**config.mk**
```make
export PLATFORM = sky130hd
export DESIGN_NAME = ste_avg_iir_mc
export DESIGN_NICKNAME = d
export VERILOG_FILES = /design/src/rtl/ste_avg_pkg.sv /design/src/rtl/ste_avg_iir_core.sv /design/src/rtl/ste_avg_iir_mc.sv
export SDC_FILE = /design/constraint.sdc
export NUM_CORES = 1
export LEC_CHECK = 0
export CAP_MARGIN = 20
export CORE_UTILIZATION = 46
export CTS_BUF_LIST = sky130_fd_sc_hd__clkbuf_2
export CTS_CLUSTER_DIAMETER = 40
export CTS_CLUSTER_SIZE = 28
export DETAILED_ROUTE_END_ITERATION = 7
export GPL_ROUTABILITY_DRIVEN = 0
export PLACE_DENSITY = 0.62
export SYNTH_ARGS = -nofsm -noshare
export SYNTH_HDL_FRONTEND = slang
export SYNTH_SLANG_ARGS = --single-unit
```
**constraint.sdc**
```tcl
create_clock -name clk -period 13.2 [get_ports clk]
set_input_delay 1.32 -clock clk [delete_from_list [all_inputs] [get_ports clk]]
set_output_delay 1.32 -clock clk [all_outputs]
set_load 0.01 [all_outputs]
```
**src/rtl/ste_avg_pkg.sv**
```systemverilog
// Shared definitions for the multi-channel exponential averager:
// FSM state encoding and width helper functions.
package ste_avg_pkg;

   typedef enum logic [1:0] {
      ST_IDLE = 2'd0,
      ST_CALC = 2'd1,
      ST_OUT  = 2'd2
   } state_t;

   // Accumulator width: sample bits plus fractional guard bits.
   function automatic int calc_acc_w(input int data_w, input int frac_w);
      return data_w + frac_w;
   endfunction

   // Channel index width; at least one bit even for a single channel.
   function automatic int calc_ch_w(input int n_ch);
      return (n_ch > 1) ? $clog2(n_ch) : 1;
   endfunction

endpackage

```
**src/rtl/ste_avg_iir_core.sv**
```systemverilog
// Combinational update of one channel accumulator (alpha = 2^-k) and
// derivation of the output sample. Optional macro STE_AVG_IIR_ROUND_EN
// selects round-half-up output with saturation instead of truncation.
module ste_avg_iir_core
   import ste_avg_pkg::*;
#(
   parameter  int DATA_W  = 16,
   parameter  int FRAC_W  = 8,
   parameter  int SHIFT_W = 4,
   localparam int ACC_W   = calc_acc_w(DATA_W, FRAC_W)
) (
   input  logic [DATA_W-1:0]  din_i,
   input  logic [ACC_W-1:0]   acc_i,
   input  logic               primed_i,
   input  logic               avg_en_i,
   input  logic [SHIFT_W-1:0] shift_i,
   output logic [ACC_W-1:0]   acc_o,
   output logic [DATA_W-1:0]  dout_o
);

   logic [ACC_W-1:0]        w_din_ext;
   logic signed [ACC_W:0]   w_diff;
   logic signed [ACC_W:0]   w_step;
   logic [ACC_W:0]          w_sum;

   // Accumulator update: load on unprimed/bypass, else add shifted error.
   always_comb begin
      w_din_ext = ACC_W'(din_i) << FRAC_W;
      w_diff    = $signed({1'b0, w_din_ext}) - $signed({1'b0, acc_i});
      w_step    = w_diff >>> shift_i;
      w_sum     = {1'b0, acc_i} + $unsigned(w_step);
      if (!primed_i || !avg_en_i) begin
         acc_o = w_din_ext;
      end else if (32'(shift_i) >= ACC_W) begin
         // a shift this large would leave -1 for negative errors; hold instead
         acc_o = acc_i;
      end else begin
         acc_o = ACC_W'(w_sum);
      end
   end

`ifdef STE_AVG_IIR_ROUND_EN
   localparam logic [ACC_W:0] HALF = (FRAC_W > 0) ?
      ((ACC_W+1)'(1) << ((FRAC_W > 0) ? (FRAC_W - 1) : 0)) : (ACC_W+1)'(0);
   localparam logic [ACC_W:0] MAXV = (ACC_W+1)'({DATA_W{1'b1}});
   logic [ACC_W:0] w_q;

   // Round-half-up output, saturated to the largest sample value.
   always_comb begin
      w_q = ({1'b0, acc_o} + HALF) >> FRAC_W;
      if (w_q > MAXV) begin
         dout_o = {DATA_W{1'b1}};
      end else begin
         dout_o = DATA_W'(w_q);
      end
   end
`else
   // Truncating output: drop the fractional bits.
   always_comb begin
      dout_o = DATA_W'(acc_o >> FRAC_W);
   end
`endif

endmodule

```
**src/rtl/ste_avg_iir_mc.sv**
```systemverilog
// Multi-channel exponential moving average, one sample per three cycles.
// FSM IDLE -> CALC -> OUT; per-channel accumulator and primed flag.
// Optional macro STE_AVG_IIR_ROUND_EN enables rounded output (see core).
module ste_avg_iir_mc
   import ste_avg_pkg::*;
#(
   parameter  int DATA_W  = 16,
   parameter  int N_CH    = 4,
   parameter  int FRAC_W  = 8,
   parameter  int SHIFT_W = 4,
   localparam int CH_W    = calc_ch_w(N_CH),
   localparam int ACC_W   = calc_acc_w(DATA_W, FRAC_W)
) (
   input  logic               clk,
   input  logic               rst,
   input  logic [DATA_W-1:0]  din_i,
   input  logic [CH_W-1:0]    din_ch_i,
   input  logic               din_valid_i,
   output logic               din_ready_o,
   input  logic [SHIFT_W-1:0] shift_i,
   input  logic               avg_en_i,
   input  logic               avg_clr_i,
   output logic [DATA_W-1:0]  dout_o,
   output logic [CH_W-1:0]    dout_ch_o,
   output logic               dout_valid_o
);

   state_t               r_state;
   state_t               w_state_nxt;
   logic                 w_accept;

   logic [ACC_W-1:0]     r_acc [N_CH];
   logic [N_CH-1:0]      r_primed;
   logic [DATA_W-1:0]    r_din;
   logic [CH_W-1:0]      r_ch;
   logic [SHIFT_W-1:0]   r_shift;
   logic                 r_avg_en;
   logic [DATA_W-1:0]    r_dout;
   logic [CH_W-1:0]      r_dout_ch;
   logic                 r_dout_valid;

   logic [ACC_W-1:0]     w_acc_new;
   logic [DATA_W-1:0]    w_dout_new;

   assign din_ready_o  = (r_state == ST_IDLE);
   assign w_accept     = din_valid_i && (r_state == ST_IDLE);
   assign dout_o       = r_dout;
   assign dout_ch_o    = r_dout_ch;
   assign dout_valid_o = r_dout_valid;

   ste_avg_iir_core #(
      .DATA_W  (DATA_W),
      .FRAC_W  (FRAC_W),
      .SHIFT_W (SHIFT_W)
   ) u_core (
      .din_i    (r_din),
      .acc_i    (r_acc[r_ch]),
      .primed_i (r_primed[r_ch]),
      .avg_en_i (r_avg_en),
      .shift_i  (r_shift),
      .acc_o    (w_acc_new),
      .dout_o   (w_dout_new)
   );

   // FSM state register.
   always_ff @(posedge clk) begin
      if (rst) begin
         r_state <= ST_IDLE;
      end else begin
         r_state <= w_state_nxt;
      end
   end

   // Next-state logic; a clear aborts whatever is in flight.
   always_comb begin
      w_state_nxt = r_state;
      case (r_state)
         ST_IDLE: begin
            if (din_valid_i) begin
               w_state_nxt = ST_CALC;
            end else begin
               w_state_nxt = ST_IDLE;
            end
         end
         ST_CALC: w_state_nxt = ST_OUT;
         ST_OUT:  w_state_nxt = ST_IDLE;
         default: w_state_nxt = ST_IDLE;
      endcase
      if (avg_clr_i) begin
         w_state_nxt = ST_IDLE;
      end else begin
         w_state_nxt = w_state_nxt;
      end
   end

   // Sample capture, channel state write-back and registered outputs.
   always_ff @(posedge clk) begin
      if (rst) begin
         r_primed     <= '0;
         r_din        <= '0;
         r_ch         <= '0;
         r_shift      <= '0;
         r_avg_en     <= 1'b0;
         r_dout       <= '0;
         r_dout_ch    <= '0;
         r_dout_valid <= 1'b0;
         for (int i = 0; i < N_CH; i++) begin
            r_acc[i] <= '0;
         end
      end else begin
         r_dout_valid <= (r_state == ST_CALC) && !avg_clr_i;
         if (avg_clr_i) begin
            r_primed <= '0;
            for (int i = 0; i < N_CH; i++) begin
               r_acc[i] <= '0;
            end
         end else begin
            if (w_accept) begin
               r_din    <= din_i;
               r_ch     <= din_ch_i;
               r_shift  <= shift_i;
               r_avg_en <= avg_en_i;
            end
            if (r_state == ST_CALC) begin
               r_acc[r_ch]    <= w_acc_new;
               r_primed[r_ch] <= 1'b1;
               r_dout         <= w_dout_new;
               r_dout_ch      <= r_ch;
            end
         end
      end
   end

endmodule

```
Word level (Yosys, flattened, before mapping) --
Memory sizes are Yosys's and may differ from the RTL's. A register that Yosys moved wholly into a read port is not among the register bits. Index checks and enable logic that the tools add are counted.
Cells by class: add/sub/neg operators 2, magnitude comparators 2, eq/ne operators 1, shifts and indexed selects 1, muxes and demuxes 25, bitwise gates (word level) 6, reductions and logical operators 12
Operator list (number):
- $mux 24 | 6
- $sshr 25x4->24 | 1
- $sub 24x24->25 | 1
- $add 24x24->24 | 1
- $reduce_or 24->1 | 1
- $mux 1 | 13
- $mux 2 | 3
- $or 1x1->1 | 4
- $or 4x4->4 | 1
- $pmux 2 s2 | 1
- $reduce_and 2->1 | 2
- $logic_and 1x1->1 | 3
- $logic_not 1->1 | 3
- $lt 2x3->1 const B | 1
- $bmux 1 s2 | 1
- $demux 1 s2 | 1
- $eq 2x1->1 const B | 1
- $ge 2x1->1 const B | 1
- $logic_not 2->1 | 1
- $reduce_or 2->1 | 1
- $logic_or 1x1->1 | 1
- $not 1->1 | 1
Storage, ports and cells: register bits 48, memory bits (writable) 96, input bits 27, output and inout bits 20, memories 1
Memories:
- r_acc | words 4, width 24, read ports 1, clocked after Yosys merged registers in 1, write ports 4, line ste_avg_iir_mc.sv:32 | logic [ACC_W-1:0] r_acc [N_CH];

Depth between registers and ports, before layout --
Gate-level depths: netlist of run 1.
depth after elaboration 7, mapped depth 29

Modules after synthesis --
From an unflattened synthesis of run 1, not the netlist that was laid out.
Unflattened totals: cells, all modules 1023, area, all modules 10209.8 um^2
By module, submodules not included:
- ste_avg_iir_mc | times used 1, cells each 475, area each 6458.7 um^2, seq. area each 3883.7 um^2
- ste_avg_iir_core | times used 1, cells each 548, area each 3751.1 um^2, seq. area each 0.0 um^2

Least setup slack after synthesis of run 1 --
No wires, ideal clock.
path type register to register, start point register (tool-made name), end point memory r_acc[0][23] (netlist name), data pin, library setup time 265 ps, data arrival time 6297 ps, required time 12935 ps, path slack 6637 ps, stages on the path, launching flop included 28, buffers on the path 3, cell sequence dfxtp_1 > buf_6 > buf_2 > buf_1 > mux4_2 > inv_1 > ha_1 > and2_1 > a221o_1 > a21oi_1 > nand2_1 > xnor2_1 > inv_1 > mux4_2 > and2_1 > a211o_1 > o31a_1 > ha_1 > a222oi_1 > nand3_1 > a31oi_1 > o31ai_1 > a21o_1 > a21oi_1 > o21ai_0 > xor2_1 > mux2i_1 > nor2_1
RTL lines (line):
- to (decl) | ste_avg_iir_mc.sv:32

==> impl_metrics.yaml, run 1 <==
power:
  power_mw: 1.195
  leakagePower_nw: 3.910
  power.density_mw_per_mm2: 116.8
  max-vdd-ir-drop_mv: 0.06625
layout:
  fin_nets: 1098
  multi_input_comb_area_mm2: 0.005081
  seqCellArea_mm2: 0.003884
  fillers: 1839
  utilization_pct: 51.89
  area_growth_pct: 9.448
  drive_above_1_share_pct: 9.249
  layout_common_cells: "nor2_1, nand2_1, a21oi_1"
  fin_area_mm2: 0.01023
  final_cells: 1304
  final_common_cell: "nor2_1"
synth:
  synth_area_leaders: "edfxtp_1, dfxtp_1, mux4_2"
  yosys.area_share.simple_pct: 16.43
  ys_async_sr_fraction_pct: 0
  synth.distinct_cells: 68
  syn-cell-area_mm2: 0.009349
  synthCells: 1003
  synth_top_family_by_area: "compound AO/OA/AOI/OAI gates"
  synthFlopType: "edfxtp_1"
  synth_edf_count: 96
  synth_seq_cells: 146
  synth.mux.area_fraction_pct: 11.50
  yosys_warnings: 0
  synth_top_area_share_pct: 30.84
  synth_compound_area_share_pct: 16.47
  synth_largest_area_cell: "edfxtp_1"
  syn_avg_cell_area_um2: 9.321
  synth_xor_area_share_pct: 3.640
  seq_area_frac_synth_pct: 41.54
  synthAdderAreaFrac_pct: 6.237
  syn_nets: 1076
sta:
  hold_viol_final: 0
  drv_slew: 0
  tightest_slew_ps: 1120
  slew_headroom_pct: 25.18
  rsz0062_at_grt: "false"
  fin_tns_setup_ps: 0
  period_minus_slack_ps: 7179
  setup_viol: 0
  fin_ws_ps: 6021
  holdWs_ps: 462.7
  fin_skew_ps: 58.40
  clock.fmax_mhz: 139.3
  min_period_over_period_pct: 54.39
flow_run:
  max_cap_violations: 0
clock_tree:
  ctsHoldBuffers: 0
  cts_root_buf: "clkbuf_2"
  cts.sinks: 146
  clk_path_buf_depth: 2
  htree_levels: 4
  cts_made_buffers: 17
  clk_latency_ps: 730
  clkTransAtPathRegs_ps: 260
  cts_resized: 0
  postCtsSetupBuffers: 0
  cts_tree: "done"
placed_design:
  placed_cell_area_mm2: 0.01003
  dp.cells: 1271
  preCtsSetupSlack_ps: 6124
  io_buffers: 46
  dp_hpwl_um: 18240
critical_path:
  reg2reg_setup_slack_ps: 6020
  startpoint_type: "flip-flop"
  critical_path_class: "reg -> reg"
  required_ps: 13650
  end_kind: "flip-flop"
  crit_path_max_fanout: 25
  arrival_ps: 7630
routing:
  drc: 0
  final_antenna_net_count: 0
  first_pass_iters: 5
  wire_per_inst_um: 19.73
  num_vias: 7662
  drtIter0Drc: 687
  vias_per_cell: 5.876
  wirelength_um: 25730
global_routing:
  grt_use_total_pct: 25.83
  grt_max_degree: 39
  grt_pass1_wl_um: 40160
  grt_pass1_vias: 7169
  antenna_found_initial: 1
  gr-total-overflow: 0
floorplanning:
  die_area_mm2: 0.02090
  core_mm2: 0.01972
  rows: 51
  io_pins: 47
  initial_core_util_pct: 47.41
  die_x_um: 144.6
  dieHeight_um: 144.6
run_status:
  outcome: "finished clean"
worst_hold_path:
  hp-class: "reg -> reg"
==> cells in the mapped netlist, types with 3 or more instances <==
cell and number:
nor2_1 160, nand2_1 114, a21oi_1 113, edfxtp_1 96, clkbuf_1 51, dfxtp_1 50
ha_1 45, mux2i_1 35, inv_1 33, o21ai_0 30, mux4_2 27, xnor2_1 24
nor3_1 17, nand3_1 15, a211oi_1 14, a21o_1 14, xor2_1 13, and2_1 12
o211ai_1 10, a31oi_1 9, mux2_2 9, o21bai_1 9, or3_1 8, a221oi_1 5
nor4_1 5, o21a_1 5, o31ai_1 5, a21boi_0 4, and3_1 4, buf_1 4
nand3b_1 4, nand4_1 4, a22oi_1 3, and4_1 3, buf_2 3, buf_6 3
nand2b_1 3
==> sequential cells by signal (all words and copies together), names as in the netlist, named ones only <==
| name | count |
|---|---|
| r_state | 2 |
| dout_o | 16 |
| r_acc | 96 |
| dout_valid_o | 1 |
| r_primed | 4 |
| r_din | 16 |
| r_shift | 4 |
| r_avg_en | 1 |
| r_ch | 2 |
| dout_ch_o | 2 |
==> final timing paths <==
path,start,to,cells past startpoint
min reg2reg,r_primed[0]$_SDFFE_PP0P_,r_primed[0]$_SDFFE_PP0P_,2
min,r_primed[0]$_SDFFE_PP0P_,r_primed[0]$_SDFFE_PP0P_,2
max reg2reg,flip-flop,r_acc[2][23]$_SDFFCE_PN0P_,25
max,flip-flop,r_acc[2][23]$_SDFFCE_PN0P_,25
==> cells by family after synthesis <==
family,after synthesis
mux,72
xor+xnor,38
fa+ha+maj,46
buf+inv,97
simple gates,357
flops,146
compound gates,247
==> critical path, stage by stage (launching register included) <==
cell	delay (ps)
dfxtp_1	370
buf_4	430
mux4_2	620
inv_1	100
ha_1	320
a21o_1	240
a221o_1	350
a21oi_1	350
nand2_1	120
xnor2_1	300
inv_1	80
mux4_2	520
and2_1	200
a211o_1	290
o31a_1	110
ha_1	340
a222oi_1	330
nand3_1	120
a31oi_1	270
o31ai_1	180
a21o_1	220
a21oi_1	200
o21ai_0	150
xor2_1	180
mux2i_1	450
nor2_1	80
==> power breakdown <==
part / leakage [nW] / internal (mW) / total (mW) / switching (mW)
Sequential: 1.48 / 0.503 / 0.513 / 0.0100
Combinational: 2.30 / 0.185 / 0.446 / 0.261
Clock: 0.135 / 0.0553 / 0.236 / 0.180
==> area by class of cell <==
cell class	count	share of cell area [%]
Clock buffer	17	0.8315
Tap cell	265	3.240
Inverter	36	1.321
Timing Repair Buffer	64	5.820
Sequential cell	146	37.96
Clock inverter	15	1.149
Multi-Input combinational cell	760	49.66
Antenna cell	1	0.02446
==> metal layers <==
| layer | routed length, µm | vias up | part of all wire, % | GRT usage [%] |
|---|---|---|---|---|
| met4 | 454 | 0 | 1.8 | 7.479 |
| met2 | 11590 | 244 | 45 | 40.23 |
| met1 | 12330 | 3707 | 48 | 37.51 |
| met5 | 0 | - | 0 | 0 |
| met3 | 1359 | 29 | 5.3 | 3.245 |
| li1 | - | 3682 | - | - |
Note: power is estimated with default switching activity, not from simulation.
==> run 2: changes to the inputs <==
--- a/config.mk
+++ b/config.mk
@@ -12,7 +12,7 @@
 export CTS_CLUSTER_SIZE = 28
 export DETAILED_ROUTE_END_ITERATION = 7
 export GPL_ROUTABILITY_DRIVEN = 0
-export PLACE_DENSITY = 0.62
+export PLACE_DENSITY = 0.64
 export SYNTH_ARGS = -nofsm -noshare
 export SYNTH_HDL_FRONTEND = slang
 export SYNTH_SLANG_ARGS = --single-unit
==> constraint.sdc (replaced) <==
create_clock -name clk -period 5.8 [get_ports clk]
set_input_delay 0.58 -clock clk [delete_from_list [all_inputs] [get_ports clk]]
set_output_delay 0.58 -clock clk [all_outputs]
set_load 0.01 [all_outputs]
==> run 2 against run 1 <==
The flow now finishes with violations (setup timing). Sequential cell count stayed put. Routed wire length is 5.5% higher. Non-clock buffer count is 177 higher. Combinational power grew to 3.3 times the previous value. Via count is 8.8% higher. Utilization is 8.8 points higher. Fmax is 17% higher. Worst hold slack worse by 110 ps. Global-route usage is 1.5 points higher. Setup slack worse by 6400 ps. Register-to-register slack worse by 6400 ps. Clock skew is 1.6 ps lower. Highest routed layer unchanged.
==> impl_metrics.yaml, run 2 (synthesized netlist as in run 1, its figures left out) <==
run_status:
  outcome: "complete, but fails checks"
  violations: "setup timing"
layout:
  fillers: 1665
  final_common_cell: "buf_4"
  layout_common_cells: "buf_4, nor2_1, nand2_1"
  seqCellArea_mm2: 0.003885
  largest_reg_flops: 96
  fin_area_mm2: 0.01197
  regMostFlops: "r_acc"
  drive_above_1_share_pct: 27.82
  multi_input_comb_area_mm2: 0.005411
  fin_nets: 1275
  area_growth_pct: 28.05
routing:
  drc: 0
  final_antenna_net_count: 0
  vias_per_cell: 5.626
  first_pass_iters: 5
  wire_per_inst_um: 18.32
  num_vias: 8338
  wirelength_um: 27150
  drtIter0Drc: 713
sta:
  fin_ws_ps: -335.4
  hold_viol_final: 0
  slew_headroom_pct: 25.38
  fin_skew_ps: 56.75
  period_minus_slack_ps: 6135
  rsz0062_at_grt: "true"
  drv_slew: 0
  min_period_over_period_pct: 105.8
  tightest_slew_ps: 1119
  setup_viol: 58
  clock.fmax_mhz: 163.0
power:
  power_mw: 3.239
  max-vdd-ir-drop_mv: 0.1570
  power.density_mw_per_mm2: 270.5
  leakagePower_nw: 4.857
floorplanning:
  core_mm2: 0.01972
  dieHeight_um: 144.6
  die_area_mm2: 0.02090
  initial_core_util_pct: 47.41
  die_x_um: 144.6
  rows: 51
  io_pins: 47
global_routing:
  grt_max_degree: 38
  use_met1_pct: 38.47
  grt-busiest-layer: "met2"
  gr-total-overflow: 0
  use_met2_pct: 43.40
  antenna_found_initial: 1
  use_met3_pct: 4.139
  grt_use_total_pct: 27.37
  grt_pass1_vias: 7979
  grt_pass1_wl_um: 42790
worst_hold_path:
  hp-class: "in -> reg"
placed_design:
  dp_hpwl_um: 19930
  io_buffers: 46
  placed_cell_area_mm2: 0.01140
critical_path:
  required_ps: 6230
  cpPeakStageDelay_ps: 590
  cp_slowest_cell: "or4_4"
  arrival_ps: 6570
  critical_path_class: "reg -> reg"
  crit_top_cell: "buf_4"
  crit_path_max_fanout: 8
  end_kind: "flip-flop"
  startpoint_type: "flip-flop"
clock_tree:
  clk_latency_ps: 730
  htree_levels: 4
  cts_root_buf: "clkbuf_2"
  cts.sinks: 146
  cts_tree: "done"
  clk_path_buf_depth: 2
  clkTransAtPathRegs_ps: 290
  cts_made_buffers: 17
flow_run:
  max_cap_violations: 0
==> run 2: changes by cell type in the layout (fill, tap and decap cells not counted), moves of 6 or more <==
cell,before,now
buf_4,18,189
a21oi_1,113,95
nor2_1,160,154
a21oi_2,0,16
o21ai_0,30,20
==> run 2: through the flow <==
| step | instances | hold WS, ps | worst slack (ps) | TNS [ps] | utilization (%) |
|---|---|---|---|---|---|
| finish | 1482 | 350.0 | -335.4 | -9576 | 60.71 |
| global route | 1481 | 292.9 | -629.8 | -30010 | 60.70 |
| CTS | 1479 | 301.4 | -260.2 | -7858 | 59.98 |
| detailed placement | 1439 | 435.3 | -537.6 | -21370 | 57.80 |
| global placement | 1439 | 428.9 | -458.1 | -19400 | 57.80 |
| floorplan | 1003 | 418.3 | -15.49 | -15.49 | - |
==> run 2: path summary, 6_finish.rpt <==
kind         cells past startpoint  slack, ps                startpoint                         end
max                             28       -340                 flip-flop  r_acc[0][15]$_SDFFCE_PN0P_
min                              3        350                shift_i[3]     r_shift[3]$_SDFFE_PP0P_
min reg2reg                      2        460  r_primed[0]$_SDFFE_PP0P_    r_primed[0]$_SDFFE_PP0P_
max reg2reg                     28       -340                 flip-flop  r_acc[0][15]$_SDFFCE_PN0P_
==> run 2: timing repair <==
| action | in CTS | in global routing |
|---|---|---|
| hold endpoints to repair | 0 | 0 |
| buffers inserted | 8 | 1 |
| hold buffers | 0 | 0 |
| gates cloned | 0 | 0 |
| resized for setup | 34 | 35 |
| pin swaps | 16 | 9 |
| setup endpoints to repair | 73 | 80 |
==> run 2: critical path: cells and delay by family, from the launching register on <==
| family | cells | cell delay (ps) |
|---|---|---|
| AOI/OAI and AO/OA | 8 | 1660 |
| DFF | 1 | 400 |
| xor gates and xnor gates | 1 | 70 |
| and+or+nand+nor | 8 | 1630 |
| buffers and inverters | 6 | 720 |
| adders and majority gates | 2 | 390 |
| muxes | 3 | 1000 |
==> run 2: layout make-up <==
| type | instances | share of cell area, % |
|---|---|---|
| inverters | 36 | 1.129 |
| clock buffers | 17 | 0.7107 |
| multi-input cells | 760 | 45.20 |
| flip-flops and latches | 146 | 32.45 |
| well taps | 265 | 2.770 |
| clock inverters | 15 | 1.212 |
| diodes | 2 | 0.04181 |
| repair buffers | 241 | 16.48 |
==> run 2: power by group <==
part | switching (mW) | internal, mW | leakage, nW
logic | 0.744 | 0.732 | 3.23
registers | 0.0207 | 1.15 | 1.48
clock network | 0.425 | 0.172 | 0.148
total | 1.19 | 2.05 | 4.86
==> run 2: per-layer routing <==
layer,vias up,wire [µm]
li1,4030,-
met3,38,1327
met2,266,12570
met5,-,0
met4,0,532
met1,4004,12720
